### src/rtl/pipe_mem_pkg.sv
// Shared types and constants for the pipeline memory stage.
package pipe_mem_pkg;

  localparam int REG_W  = 5;
  localparam int DATA_W = 32;
  localparam int CNT_W  = 8;

  // Handshake FSM encoding.
  typedef enum logic {
    ST_IDLE = 1'b0,
    ST_WAIT = 1'b1
  } state_t;

  // Fields carried from EX/MEM into MEM/WB.
  typedef struct packed {
    logic              wreg;
    logic              m2reg;
    logic [REG_W-1:0]  wn;
    logic [DATA_W-1:0] alu;
  } wb_fields_t;

  // Control bits {wreg, m2reg} of a pipeline bubble.
  localparam logic [1:0] WB_BUBBLE_CTRL = 2'b00;

  // Memory port only addresses whole words.
  function automatic logic [DATA_W-1:0] word_align(input logic [DATA_W-1:0] a);
    return {a[DATA_W-1:2], 2'b00};
  endfunction

endpackage

### src/rtl/pipe_mem_if.sv
// Data-memory request/response port.
interface pipe_mem_if;
  import pipe_mem_pkg::*;

  logic              dm_req;
  logic              dm_we;
  logic [DATA_W-1:0] dm_addr;
  logic [DATA_W-1:0] dm_wdata;
  logic              dm_ready;
  logic [DATA_W-1:0] dm_rdata;

  modport master (
    output dm_req, dm_we, dm_addr, dm_wdata,
    input  dm_ready, dm_rdata
  );

  modport slave (
    input  dm_req, dm_we, dm_addr, dm_wdata,
    output dm_ready, dm_rdata
  );

endinterface

### src/rtl/pipe_mem_mem_wb_reg.sv
// MEM/WB pipeline register: loads new fields, or a bubble that clears
// only the control bits and keeps the data fields.
module mem_wb_reg
  import pipe_mem_pkg::*;
(
  input  logic              clk,
  input  logic              clrn,
  input  logic              bubble,
  input  wb_fields_t        d,
  input  logic              mdata_en,
  input  logic [DATA_W-1:0] mdata_d,
  output logic              wreg,
  output logic              m2reg,
  output logic [REG_W-1:0]  wn,
  output logic [DATA_W-1:0] alu,
  output logic [DATA_W-1:0] mdata
);

  // Pipeline register update with synchronous clear.
  always_ff @(posedge clk) begin
    if (clrn) begin
      wreg  <= 1'b0;
      m2reg <= 1'b0;
      wn    <= {REG_W{1'b0}};
      alu   <= {DATA_W{1'b0}};
      mdata <= {DATA_W{1'b0}};
    end else if (bubble) begin
      {wreg, m2reg} <= WB_BUBBLE_CTRL;
    end else begin
      wreg  <= d.wreg;
      m2reg <= d.m2reg;
      wn    <= d.wn;
      alu   <= d.alu;
      if (mdata_en) begin
        mdata <= mdata_d;
      end
    end
  end

endmodule

### src/rtl/pipe_mem.sv
// Memory stage: drives a variable-latency data memory through a small
// handshake FSM, stalls upstream while an access is outstanding and
// loads the MEM/WB register.
module pipe_mem
  import pipe_mem_pkg::*;
#(
  parameter int WAIT_LIMIT = 16
) (
  input  logic              clk,
  input  logic              clrn,
  input  logic              MEMwreg,
  input  logic              MEMm2reg,
  input  logic              MEMwmem,
  input  logic [REG_W-1:0]  MEMwn,
  input  logic [DATA_W-1:0] MEMaluResult,
  input  logic [DATA_W-1:0] MEMdi,
  pipe_mem_if.master        dm,
  output logic              mem_stall,
  output logic              bus_err,
  output logic              WBwreg,
  output logic              WBm2reg,
  output logic [REG_W-1:0]  WBwn,
  output logic [DATA_W-1:0] WBaluResult,
  output logic [DATA_W-1:0] WBmemData
);

  localparam logic [CNT_W-1:0] LIMIT = CNT_W'(WAIT_LIMIT);

  state_t            state_r;
  logic [CNT_W-1:0]  wait_cnt_r;
  logic              bus_err_r;
  logic              lat_we_r;
  logic [DATA_W-1:0] lat_addr_r;
  logic [DATA_W-1:0] lat_wdata_r;
  wb_fields_t        lat_wb_r;

  logic              mem_instr_s;
  wb_fields_t        in_wb_s;
  logic              req_s;
  logic              we_s;
  logic [DATA_W-1:0] addr_s;
  logic [DATA_W-1:0] wdata_s;
  logic              stall_s;
  logic              bubble_s;
  wb_fields_t        wb_d_s;
  logic              mdata_en_s;
  logic              go_wait_s;
  logic              abort_s;

  // A store wins over a load when both controls are set; it never writes back.
  always_comb begin
    mem_instr_s   = MEMwmem | MEMm2reg;
    in_wb_s.wreg  = MEMwreg & ~(MEMwmem & MEMm2reg);
    in_wb_s.m2reg = MEMm2reg & ~MEMwmem;
    in_wb_s.wn    = MEMwn;
    in_wb_s.alu   = MEMaluResult;
  end

  // Request, stall and MEM/WB load decisions for the current cycle.
  always_comb begin
    req_s      = 1'b0;
    we_s       = lat_we_r;
    addr_s     = lat_addr_r;
    wdata_s    = lat_wdata_r;
    stall_s    = 1'b0;
    bubble_s   = 1'b1;
    wb_d_s     = in_wb_s;
    mdata_en_s = 1'b0;
    go_wait_s  = 1'b0;
    abort_s    = 1'b0;
    case (state_r)
      ST_IDLE: begin
        if (mem_instr_s) begin
          req_s   = 1'b1;
          we_s    = MEMwmem;
          addr_s  = word_align(MEMaluResult);
          wdata_s = MEMdi;
          if (dm.dm_ready) begin
            bubble_s   = 1'b0;
            mdata_en_s = in_wb_s.m2reg;
          end else begin
            stall_s   = 1'b1;
            go_wait_s = 1'b1;
          end
        end else begin
          bubble_s = 1'b0;
        end
      end
      ST_WAIT: begin
        req_s  = 1'b1;
        wb_d_s = lat_wb_r;
        if (dm.dm_ready) begin
          bubble_s   = 1'b0;
          mdata_en_s = lat_wb_r.m2reg;
        end else if (wait_cnt_r == LIMIT) begin
          abort_s = 1'b1;
        end else begin
          stall_s = 1'b1;
        end
      end
      default: begin
        bubble_s = 1'b1;
      end
    endcase
  end

  // Handshake FSM, wait counter, timeout flag and request latches.
  always_ff @(posedge clk) begin
    if (clrn) begin
      state_r     <= ST_IDLE;
      wait_cnt_r  <= {CNT_W{1'b0}};
      bus_err_r   <= 1'b0;
      lat_we_r    <= 1'b0;
      lat_addr_r  <= {DATA_W{1'b0}};
      lat_wdata_r <= {DATA_W{1'b0}};
      lat_wb_r    <= '0;
    end else begin
      case (state_r)
        ST_IDLE: begin
          if (go_wait_s) begin
            state_r     <= ST_WAIT;
            wait_cnt_r  <= {{(CNT_W-1){1'b0}}, 1'b1};
            lat_we_r    <= MEMwmem;
            lat_addr_r  <= word_align(MEMaluResult);
            lat_wdata_r <= MEMdi;
            lat_wb_r    <= in_wb_s;
          end
        end
        ST_WAIT: begin
          if (dm.dm_ready) begin
            state_r <= ST_IDLE;
          end else if (abort_s) begin
            state_r   <= ST_IDLE;
            bus_err_r <= 1'b1;
          end else begin
            wait_cnt_r <= wait_cnt_r + {{(CNT_W-1){1'b0}}, 1'b1};
          end
        end
        default: begin
          state_r <= ST_IDLE;
        end
      endcase
    end
  end

  // Reset overrides any in-flight request on the port.
  assign dm.dm_req   = req_s & ~clrn;
  assign dm.dm_we    = we_s;
  assign dm.dm_addr  = addr_s;
  assign dm.dm_wdata = wdata_s;
  assign mem_stall   = stall_s & ~clrn;
  assign bus_err     = bus_err_r;

  mem_wb_reg u_mem_wb (
    .clk      (clk),
    .clrn     (clrn),
    .bubble   (bubble_s),
    .d        (wb_d_s),
    .mdata_en (mdata_en_s),
    .mdata_d  (dm.dm_rdata),
    .wreg     (WBwreg),
    .m2reg    (WBm2reg),
    .wn       (WBwn),
    .alu      (WBaluResult),
    .mdata    (WBmemData)
  );

endmodule

### src/flat_wrapper.sv
// flat-port wrapper written by rule: the top's interface ports become plain ports
module pipe_mem_flat import pipe_mem_pkg::*;
#(
  parameter int WAIT_LIMIT = 16
)
  (clk, clrn, MEMwreg, MEMm2reg, MEMwmem, MEMwn, MEMaluResult, MEMdi, mem_stall, bus_err, WBwreg, WBm2reg, WBwn, WBaluResult, WBmemData, dm_dm_req, dm_dm_we, dm_dm_addr, dm_dm_wdata, dm_dm_ready, dm_dm_rdata);
  pipe_mem_if dm_i ();
  input  logic clk;
  input  logic clrn;
  input  logic MEMwreg;
  input  logic MEMm2reg;
  input  logic MEMwmem;
  input  logic [REG_W-1:0] MEMwn;
  input  logic [DATA_W-1:0] MEMaluResult;
  input  logic [DATA_W-1:0] MEMdi;
  output logic mem_stall;
  output logic bus_err;
  output logic WBwreg;
  output logic WBm2reg;
  output logic [REG_W-1:0] WBwn;
  output logic [DATA_W-1:0] WBaluResult;
  output logic [DATA_W-1:0] WBmemData;
  output wire logic [$bits(dm_i.dm_req)-1:0] dm_dm_req;
  output wire logic [$bits(dm_i.dm_we)-1:0] dm_dm_we;
  output wire logic [$bits(dm_i.dm_addr)-1:0] dm_dm_addr;
  output wire logic [$bits(dm_i.dm_wdata)-1:0] dm_dm_wdata;
  input wire logic [$bits(dm_i.dm_ready)-1:0] dm_dm_ready;
  input wire logic [$bits(dm_i.dm_rdata)-1:0] dm_dm_rdata;
  assign dm_dm_req = dm_i.dm_req;
  assign dm_dm_we = dm_i.dm_we;
  assign dm_dm_addr = dm_i.dm_addr;
  assign dm_dm_wdata = dm_i.dm_wdata;
  assign dm_i.dm_ready = dm_dm_ready;
  assign dm_i.dm_rdata = dm_dm_rdata;
  pipe_mem #(.WAIT_LIMIT(WAIT_LIMIT)) u_core (.clk(clk), .clrn(clrn), .MEMwreg(MEMwreg), .MEMm2reg(MEMm2reg), .MEMwmem(MEMwmem), .MEMwn(MEMwn), .MEMaluResult(MEMaluResult), .MEMdi(MEMdi), .dm(dm_i), .mem_stall(mem_stall), .bus_err(bus_err), .WBwreg(WBwreg), .WBm2reg(WBm2reg), .WBwn(WBwn), .WBaluResult(WBaluResult), .WBmemData(WBmemData));
endmodule
### config.mk
export PLATFORM = sky130hd
export DESIGN_NAME = pipe_mem_flat
export DESIGN_NICKNAME = d
export VERILOG_FILES = /design/src/rtl/pipe_mem_pkg.sv /design/src/rtl/pipe_mem_if.sv /design/src/rtl/pipe_mem_mem_wb_reg.sv /design/src/rtl/pipe_mem.sv /design/src/flat_wrapper.sv
export SDC_FILE = /design/constraint.sdc
export NUM_CORES = 1
export LEC_CHECK = 0
export BUFFER_PORTS_ARGS = -buffer_cell sky130_fd_sc_hd__buf_2
export CAP_MARGIN = 20
export CORE_UTILIZATION = 51
export CTS_BUF_LIST = sky130_fd_sc_hd__clkbuf_16
export DETAILED_ROUTE_END_ITERATION = 8
export MAX_ROUTING_LAYER = met4
export PLACE_DENSITY = 0.81
export SKIP_CTS_REPAIR_TIMING = 1
export SLEW_MARGIN = 5
export SYNTH_ARGS = -nofsm -noshare
export SYNTH_HDL_FRONTEND = slang
export SYNTH_HIERARCHICAL = 1
export SYNTH_SLANG_ARGS = --single-unit
### constraint.sdc
create_clock -name clk -period 2.3 [get_ports clk]
set_clock_uncertainty 0.1 [all_clocks]
set_input_delay 0.46 -clock clk [delete_from_list [all_inputs] [get_ports clk]]
set_output_delay 0.46 -clock clk [all_outputs]
set_load 0.02 [all_outputs]
=== Word level (Yosys, flattened, before mapping) ===
Cells that the tools add are included.

* Bits in registers: 183
* Input bits: 107
* Output and inout port bits: 139

* Add/subtract/negate cells: 1
* Equal/unequal tests: 4
* Mux-type cells: 31
* Bitwise logic cells: 12
* Reductions and logical operators: 5

{| class="wikitable"
|+ Operators by type and width
! cell !! count
|-
| 32-bit 2-to-1 mux || 4
|-
| 39-bit 2-to-1 mux || 1
|-
| 8-bit 2-to-1 mux || 3
|-
| 1-bit 2-to-1 mux || 17
|-
| 8-bit one-hot mux with 2 select lines || 1
|-
| 1-bit one-hot mux with 2 select lines || 5
|-
| 8-bit by 1-bit adder with 8-bit output, second input constant || 1
|-
| 8-bit by 5-bit == test with 1-bit output, second input constant || 1
|-
| 1-bit inverter || 6
|-
| 3-bit AND reduction || 2
|-
| 1-bit AND || 5
|-
| 2-bit inequality test, second input constant || 2
|-
| 2-bit AND reduction || 2
|-
| 2-bit by 1-bit inequality test with 1-bit output, second input constant || 1
|-
| 2-bit OR reduction || 1
|-
| 1-bit bitwise OR || 1
|}

=== Logic depth before layout (Yosys ltp) ===
Gate-level depths: netlist (run 1).

* Word-level depth: 7
* Depth in mapped cells: 8
* Depth with buffers taken out: 6

=== Modules after synthesis ===
The synthesis (run 1) kept the hierarchy.

{| class="wikitable"
|+ By module, submodules not included
! module !! times used !! cells an instance !! area an instance (sq um) !! sequential area each (sq um)
|-
| pipe_mem || 1 || 499 || 4393.0 || 1641.6
|-
| mem_wb_reg || 1 || 269 || 2866.5 || 1421.4
|}

=== Worst setup path after synthesis (run 1) ===
No wires, ideal clock.

* Path kind: input to output
* Start point: input port MEMwmem
* End point: output port dm_dm_addr[10]
* Arrival: 1453 ps
* Slack: 287 ps
* Stages on the path: 5
* Path through: buf_2 o21bai_4 buf_6 buf_6 mux2_2

* Word-level cells in the longest chain between the ends: 3

{| class="wikitable"
|+ Ends and longest elaborated chain
! item !! RTL line !! source
|-
| start, declared || flat_wrapper.sv:12 || <nowiki>input logic MEMwmem;</nowiki>
|-
| 1-bit bitwise OR || pipe_mem.sv:52 || <nowiki>mem_instr_s = MEMwmem | MEMm2reg;</nowiki>
|-
| 32-bit 2-to-1 mux || pipe_mem.sv:73 || <nowiki>if (mem_instr_s) begin</nowiki>
|-
| 32-bit 2-to-1 mux || pipe_mem.sv:71 || <nowiki>case (state_r)</nowiki>
|-
| end, declared || flat_wrapper.sv:25 || <nowiki>output wire logic [$bits(dm_i.dm_addr)-1:0] dm_dm_addr;</nowiki>
|}

Every way passes these cells.

=== Final worst setup path (run 1) ===
* Start point: register u_core.wait_cnt_r[0]
* End point: output port mem_stall

* Word-level cells in the longest chain between the ends: 5

{| class="wikitable"
|+ Ends and longest elaborated chain
! item !! RTL line !! source
|-
| start, declared || pipe_mem.sv:30 || <nowiki>logic [CNT_W-1:0] wait_cnt_r;</nowiki>
|-
| start signal, assigned || pipe_mem.sv:111 || <nowiki>wait_cnt_r <= {CNT_W{1'b0}};</nowiki>
|-
| start signal, assigned || pipe_mem.sv:122 || <nowiki>wait_cnt_r <= {{(CNT_W-1){1'b0}}, 1'b1};</nowiki>
|-
| start signal, assigned || pipe_mem.sv:136 || <nowiki>wait_cnt_r <= wait_cnt_r + {{(CNT_W-1){1'b0}}, 1'b1};</nowiki>
|-
| 8-bit by 5-bit == test with 1-bit output || pipe_mem.sv:95 || <nowiki>end else if (wait_cnt_r == LIMIT) begin</nowiki>
|-
| 1-bit 2-to-1 mux || pipe_mem.sv:95 ||
|-
| 1-bit 2-to-1 mux || pipe_mem.sv:92 || <nowiki>if (dm.dm_ready) begin</nowiki>
|-
| 1-bit one-hot mux with 2 select lines || pipe_mem.sv:71 ||
|-
| 1-bit AND || pipe_mem.sv:151 || <nowiki>assign mem_stall = stall_s & ~clrn;</nowiki>
|-
| end, declared || flat_wrapper.sv:16 || <nowiki>output logic mem_stall;</nowiki>
|}

Every way passes these cells.

==> flow_metrics.env, run 1 <==
export IMPL_outcome="completed"
export IMPL_crit_arrival_ns=1.73
export IMPL_synth_edf_count=0
export IMPL_period_share=0.995
export IMPL_path_class="flop to output port"
export IMPL_pin_count=246
export IMPL_tightest_slew_ns=0.754
export IMPL_nNetsFinal=1095
export IMPL_yosysUniqueCellTypes=47
export IMPL_cts_max_level=4
export IMPL_via_per_inst=5.22
export IMPL_clock_path_buffers=2
export IMPL_place_congestion=0.800
export IMPL_drv_cap=0
export IMPL_finish_utilization=0.658
export IMPL_routedWlPerCell_um=15.1
export IMPL_syn_instance_count=768
export IMPL_synthTopCellsByCount="153 x dfxtp_1, 146 x nand2_1, 99 x mux2_2"
export IMPL_min_period_ns=2.29
export IMPL_drt_iter0_markers=384
export IMPL_grt_max_degree=106
export IMPL_ir_worst_vdd_mv=0.515
export IMPL_hp_class="primary input to flop"
export IMPL_rsz0062_at_grt="yes"
export IMPL_drv_slew=0
export IMPL_portBuffers=243
export IMPL_setup_tns_ns=0
export IMPL_grt_ovfl_total=0
export IMPL_dr_pass1_iters=5
export IMPL_worst_r2r_path_depth=6
export IMPL_fmax_ghz=0.437
export IMPL_hpwl_mm=12.0
export IMPL_crit_fanout=6
export IMPL_yosysTopAreaCellShare=0.422
export IMPL_fp_dieH_um=121
export IMPL_worstHoldStart="MEMdi[31]"
export IMPL_syn_cell_area_um2=7260
export IMPL_coreArea_um2=13900
export IMPL_max_slew_margin=0.498
export IMPL_r2r_end="u_core/u_mem_wb/alu[24]"
export IMPL_route_detailed_drc=0
export IMPL_drive_above_1_share=0.412
export IMPL_async_reset_ff_frac=0
export IMPL_cts_clk_slew_worst_paths_ns=0.07
export IMPL_die_w_um=121
export IMPL_p_per_area_nw_per_um2=735
export IMPL_diodes=0
export IMPL_antenna_found_initial=0
export IMPL_crit_path_end="mem_stall"
export IMPL_synth_most_common_cell="dfxtp_1"
export IMPL_cts_tree="yes"
export IMPL_synth_area_leaders="dfxtp_1 42%, mux2_2 15%, nand2_1 7.5%"
export IMPL_crit_start="u_core/wait_cnt_r[0]"
export IMPL_required_ns=1.74
export IMPL_clock_sinks=153
export IMPL_avgSynthCellArea_um2=9.45
export IMPL_timing_rr_start="u_core/state_r"
export IMPL_cts_buffers=17
export IMPL_area_growth_pct=25.9
export IMPL_dieArea_um2=14700
export IMPL_p_leak_nw=4.02
export IMPL_ys_warn_count=6
export IMPL_yosys_area_top_type="dfxtp_1"
export IMPL_synth_seq_area_share=0.422
export IMPL_final_antenna_net_count=0
export IMPL_synth_main_ff_cell="dfxtp_1"
export IMPL_clock_latency_ns=0.42
export IMPL_r2r_slack_ns=0.39
export IMPL_ys_seq_elements=153
export IMPL_crit_path_end_kind="output port"
export IMPL_initial_utilization=0.523
export IMPL_clockRootBuffer="clkbuf_16"
export IMPL_track_usage=0.245
export IMPL_drt_total_wl_mm=17.8
export IMPL_grt_pass1_wl_mm=27.7
export IMPL_setup_worst_path_start_class="flop"
export IMPL_grt_pass1_vias=5871
export IMPL_finalSetupViolCount=0
export IMPL_vias=6155
export IMPL_rows=43
export IMPL_hold_viol=0
[layout make-up]
class	instances	area, um^2
well taps	180	225
flip-flops and latches	153	3070
multi-input cells	545	3750
inverters	6	22.5
clock inverters	15	135
fillers	1141	4740
repair buffers	263	1510
clock buffers	17	425
[metrics by stage]
| step | total power, mW | hold slack (ns) | instances | area [um^2] | setup slack [ns] |
|---|---|---|---|---|---|
| after floorplan | 3.76 | 0.333 | 769 | 7260 | 0.287 |
| after global placement | 4.12 | 0.339 | 1146 | 8540 | 0.148 |
| after detailed placement | 4.14 | 0.343 | 1146 | 8540 | 0.141 |
| after CTS | 6.78 | 0.170 | 1178 | 9100 | -0.221 |
| after global routing | 7.01 | 0.177 | 1179 | 9140 | -0.0755 |
| final | 6.71 | 0.194 | 1179 | 9140 | 0.0106 |
[per-layer routing]
layer  track usage  wire length [um]  share of wire  vias up
met4         0.110               357          0.020        0
li1              -                 -              -     3056
met2         0.399              8690           0.49      191
met1         0.290              7900           0.44     2886
met3        0.0517               853          0.048       22
met5             -                 0              0        -
[registers in the layout, summed over array words and instances, names as in the netlist, 5 cells and up]
name                   flops
u_core/u_mem_wb/wn         5
u_core/lat_wb_r           39
u_core/u_mem_wb/mdata     32
u_core/lat_wdata_r        32
u_core/wait_cnt_r          8
u_core/u_mem_wb/alu       32
[cells by family (layout without fill, tap and decap cells)]
logic type               Yosys count  in the layout  share of synthesized area
XOR/XNOR                           5              5                    0.00603
AO/OA/AOI/OAI                    118            118                     0.0891
AND/OR/NAND/NOR                  282            282                      0.208
buffers and inverters             71            301                     0.0660
other                              1              2                   0.000517
flip-flops                       153            153                      0.422
adder cells (fa/ha/maj)            2              2                    0.00345
multiplexers                     136            136                      0.205
[critical path, stage by stage (launching register included)]
cell     delay [ns]
dfxtp_2        0.35
inv_1          0.06
ha_1           0.14
nor4b_4        0.30
nand4_4        0.14
and3_1         0.18
buf_2          0.15
[placed cells by master, fill, tap and decap left out, types with 17 or more instances in the layout]
cell type / count
mux2_2: 98
nor2_1: 46
clkbuf_16: 17
o21ai_0: 23
dfxtp_1: 150
nand2_1: 146
mux2i_1: 37
nand4bb_1: 32
buf_2: 241
a21oi_1: 73
nand2b_1: 32
[worst min-delay path by stage]
stage | to | depth (start not counted)
after global placement | u_core/lat_wb_r[36] | 2
final | u_core/lat_wdata_r[31] | 3
after global routing | u_core/lat_wb_r[1] | 3
after floorplan | u_core/lat_wb_r[0] | 2
after CTS | u_core/lat_wdata_r[31] | 3
after detailed placement | u_core/lat_wdata_r[2] | 2
[power by group]
group / internal [mW] / switching [mW] / total, mW / leakage (nW)
registers: 2.79 / 0.0759 / 2.86 / 1.25
clock network: 1.43 / 1.19 / 2.62 / 0.279
logic: 0.535 / 0.692 / 1.23 / 2.49
total: 4.75 / 1.96 / 6.71 / 4.02
Power figures use the tool's default switching activity.
==> inputs of run 2 (changes only) <==
ABC_AREA = 1   (was default)
CORE_UTILIZATION = 50   (was 51)
PLACE_DENSITY = 0.8   (was 0.81)
clock period = 2.25 ns   (was 2.3 ns; I/O delays follow)
==> run 2 against run 1 <==
Combinational power rose by 11%; critical endpoint is now dm_dm_wdata[14]; via count up 17%; largest power group unchanged; synthesized area is 3.5% lower; final area decreased by 0.58%; final cell count increased by 21%; setup slack got worse by 0.021 ns; first-iteration DRC count is 34% higher; count of clock-buffer cells in the layout is the same; global-route usage rose by 2.3 points; the flow now finishes with violations (setup timing); register-to-register slack got worse by 0.27 ns; largest cell class unchanged; die area is 1.5% lower; highest routed layer unchanged.
==> flow_metrics.env, run 2 <==
export IMPL_synth_edf_count=0
export IMPL_max_slew_margin=0.534
export IMPL_drive_above_1_share=0.275
export IMPL_drt_iter0_markers=516
export IMPL_min_period_ns=2.26
export IMPL_crit_fanout=14
export IMPL_largest_reg_flops=39
export IMPL_synth_main_ff_cell="dfxtp_1"
export IMPL_dieArea_um2=14500
export IMPL_setup_tns_ns=-0.0272
export IMPL_avgSynthCellArea_um2=6.90
export IMPL_period_share=1.00
export IMPL_finalSetupViolCount=4
export IMPL_async_reset_ff_frac=0
export IMPL_via_per_inst=5.04
export IMPL_final_antenna_net_count=0
export IMPL_tightest_slew_ns=0.699
export IMPL_routedWlPerCell_um=13.6
export IMPL_route_detailed_drc=0
export IMPL_cts_buffers=17
export IMPL_stdcell_count=1425
export IMPL_syn_cell_area_um2=7010
export IMPL_p_leak_nw=4.42
export IMPL_yosysUniqueCellTypes=33
export IMPL_track_usage=0.268
export IMPL_crit_path_end_kind="output port"
export IMPL_grt_pass1_vias=6225
export IMPL_p_per_area_nw_per_um2=773
export IMPL_area_growth_pct=29.7
export IMPL_required_ns=1.70
export IMPL_place_congestion=0.891
export IMPL_coreArea_um2=13500
export IMPL_yosys_area_top_type="dfxtp_1"
export IMPL_yosysTopAreaCellShare=0.437
export IMPL_cts_clk_slew_worst_paths_ns=0.06
export IMPL_hp_class="primary input to flop"
export IMPL_crit_arrival_ns=1.71
export IMPL_nNetsFinal=1345
export IMPL_synth_area_leaders="dfxtp_1 44%, o21ai_0 13%, nand2_1 8.9%"
export IMPL_rows=42
export IMPL_initial_utilization=0.521
export IMPL_portBuffers=243
export IMPL_synthTopCellsByCount="176 x o21ai_0, 167 x nand2_1, 158 x nor2_1"
export IMPL_final_cell_mix="224 x buf_2, 167 x nand2_1, 156 x nor2_1"
export IMPL_ys_seq_elements=153
export IMPL_grt_ovfl_total=0
export IMPL_clock_path_buffers=2
export IMPL_drv_slew=0
export IMPL_drt_total_wl_mm=19.4
export IMPL_finalPower_mw=7.03
export IMPL_antenna_found_initial=0
export IMPL_vias=7188
export IMPL_path_class="flop to output port"
export IMPL_final_common_cell="buf_2"
export IMPL_hpwl_mm=13.1
export IMPL_cts_max_level=4
export IMPL_fmax_ghz=0.442
export IMPL_die_w_um=120
export IMPL_outcome="complete, but fails checks"
export IMPL_ir_worst_vdd_mv=0.475
export IMPL_grt_pass1_wl_mm=30.0
export IMPL_setup_slack_ns=-0.0107
export IMPL_fillers=1179
export IMPL_hold_viol=0
export IMPL_violations="setup timing"
export IMPL_regArea_um2=3070
export IMPL_dr_pass1_iters=5
export IMPL_clockRootBuffer="clkbuf_16"
export IMPL_cts_tree="yes"
export IMPL_regMostFlops="u_core/lat_wb_r"
export IMPL_rsz0062_at_grt="yes"
export IMPL_grt_max_degree=70
export IMPL_pin_count=246
export IMPL_multi_input_area_um2=3120
export IMPL_drv_cap=0
export IMPL_dp_cells=1384
export IMPL_synth_most_common_cell="o21ai_0"
export IMPL_syn_instance_count=1015
export IMPL_diodes=0
export IMPL_fp_dieH_um=120
export IMPL_ys_warn_count=6
export IMPL_clock_sinks=153
export IMPL_clock_latency_ns=0.42
export IMPL_synth_seq_area_share=0.437
export IMPL_setup_worst_path_start_class="flop"
-- run 2: critical path, cell delays in order, from the launching register on --
cell and delay, ns:
dfxtp_4 0.37, inv_8 0.06, o21ai_4 0.08, clkinv_4 0.14
buf_12 0.18, buf_16 0.15, nand2_1 0.07, o21ai_1 0.08
buf_4 0.16
-- run 2: path summary, 6_finish.rpt --
path	startpoint	to	slack [ns]	depth (start not counted)
worst max-delay path	u_core/state_r	dm_dm_wdata[14]	-0.01	8
worst min-delay path	MEMdi[31]	u_core/lat_wdata_r[31]	0.18	3
worst min register to register	u_core/lat_wb_r[32]	u_core/lat_wb_r[32]	0.35	2
worst max register to register	u_core/state_r	u_core/lat_wb_r[5]	0.12	9
-- run 2: power by group --
group          internal, mW  switching, mW  total (mW)
clock network          1.61           1.09        2.70
logic                 0.483          0.891        1.37
registers              2.88         0.0711        2.95
total                  4.97           2.05        7.03
-- run 2: area by class of cell --
class,instances,share of cell area
timing repair buffer,272,0.179
tap,176,0.0242
multi-input combinational,666,0.343
sequential,153,0.338
clock inverter,15,0.0147
inverter,126,0.0537
clock buffer,17,0.0468
-- run 2: logic make-up (layout without fill, tap and decap cells) --
kind of cell	count (synthesis)	after routing	synth area share
AOI/OAI and AO/OA	232	232	0.181
adders and majority gates	2	2	0.00357
buffers and inverters	197	430	0.123
DFF	153	153	0.437
other	1	2	0.000535
and+or+nand+nor	430	430	0.255
-- run 2: metal layers --
metal,wire [um],up-vias,global-route usage
li1,-,3664,-
met1,8460,3190,0.341
met2,9030,298,0.411
met3,1360,36,0.0547
met4,551,0,0.120
met5,0,-,-
-- run 2: stage by stage --
step                       util  instance area [um^2]  setup WS (ns)  hold slack [ns]
after global placement    0.617                  8290          0.119            0.337
after CTS                 0.658                  8850         -0.102            0.158
final                     0.675                  9080        -0.0107            0.175
after global routing      0.675                  9080        -0.0852            0.169
after floorplan               -                  7010          0.161            0.324
after detailed placement  0.617                  8290          0.109            0.342
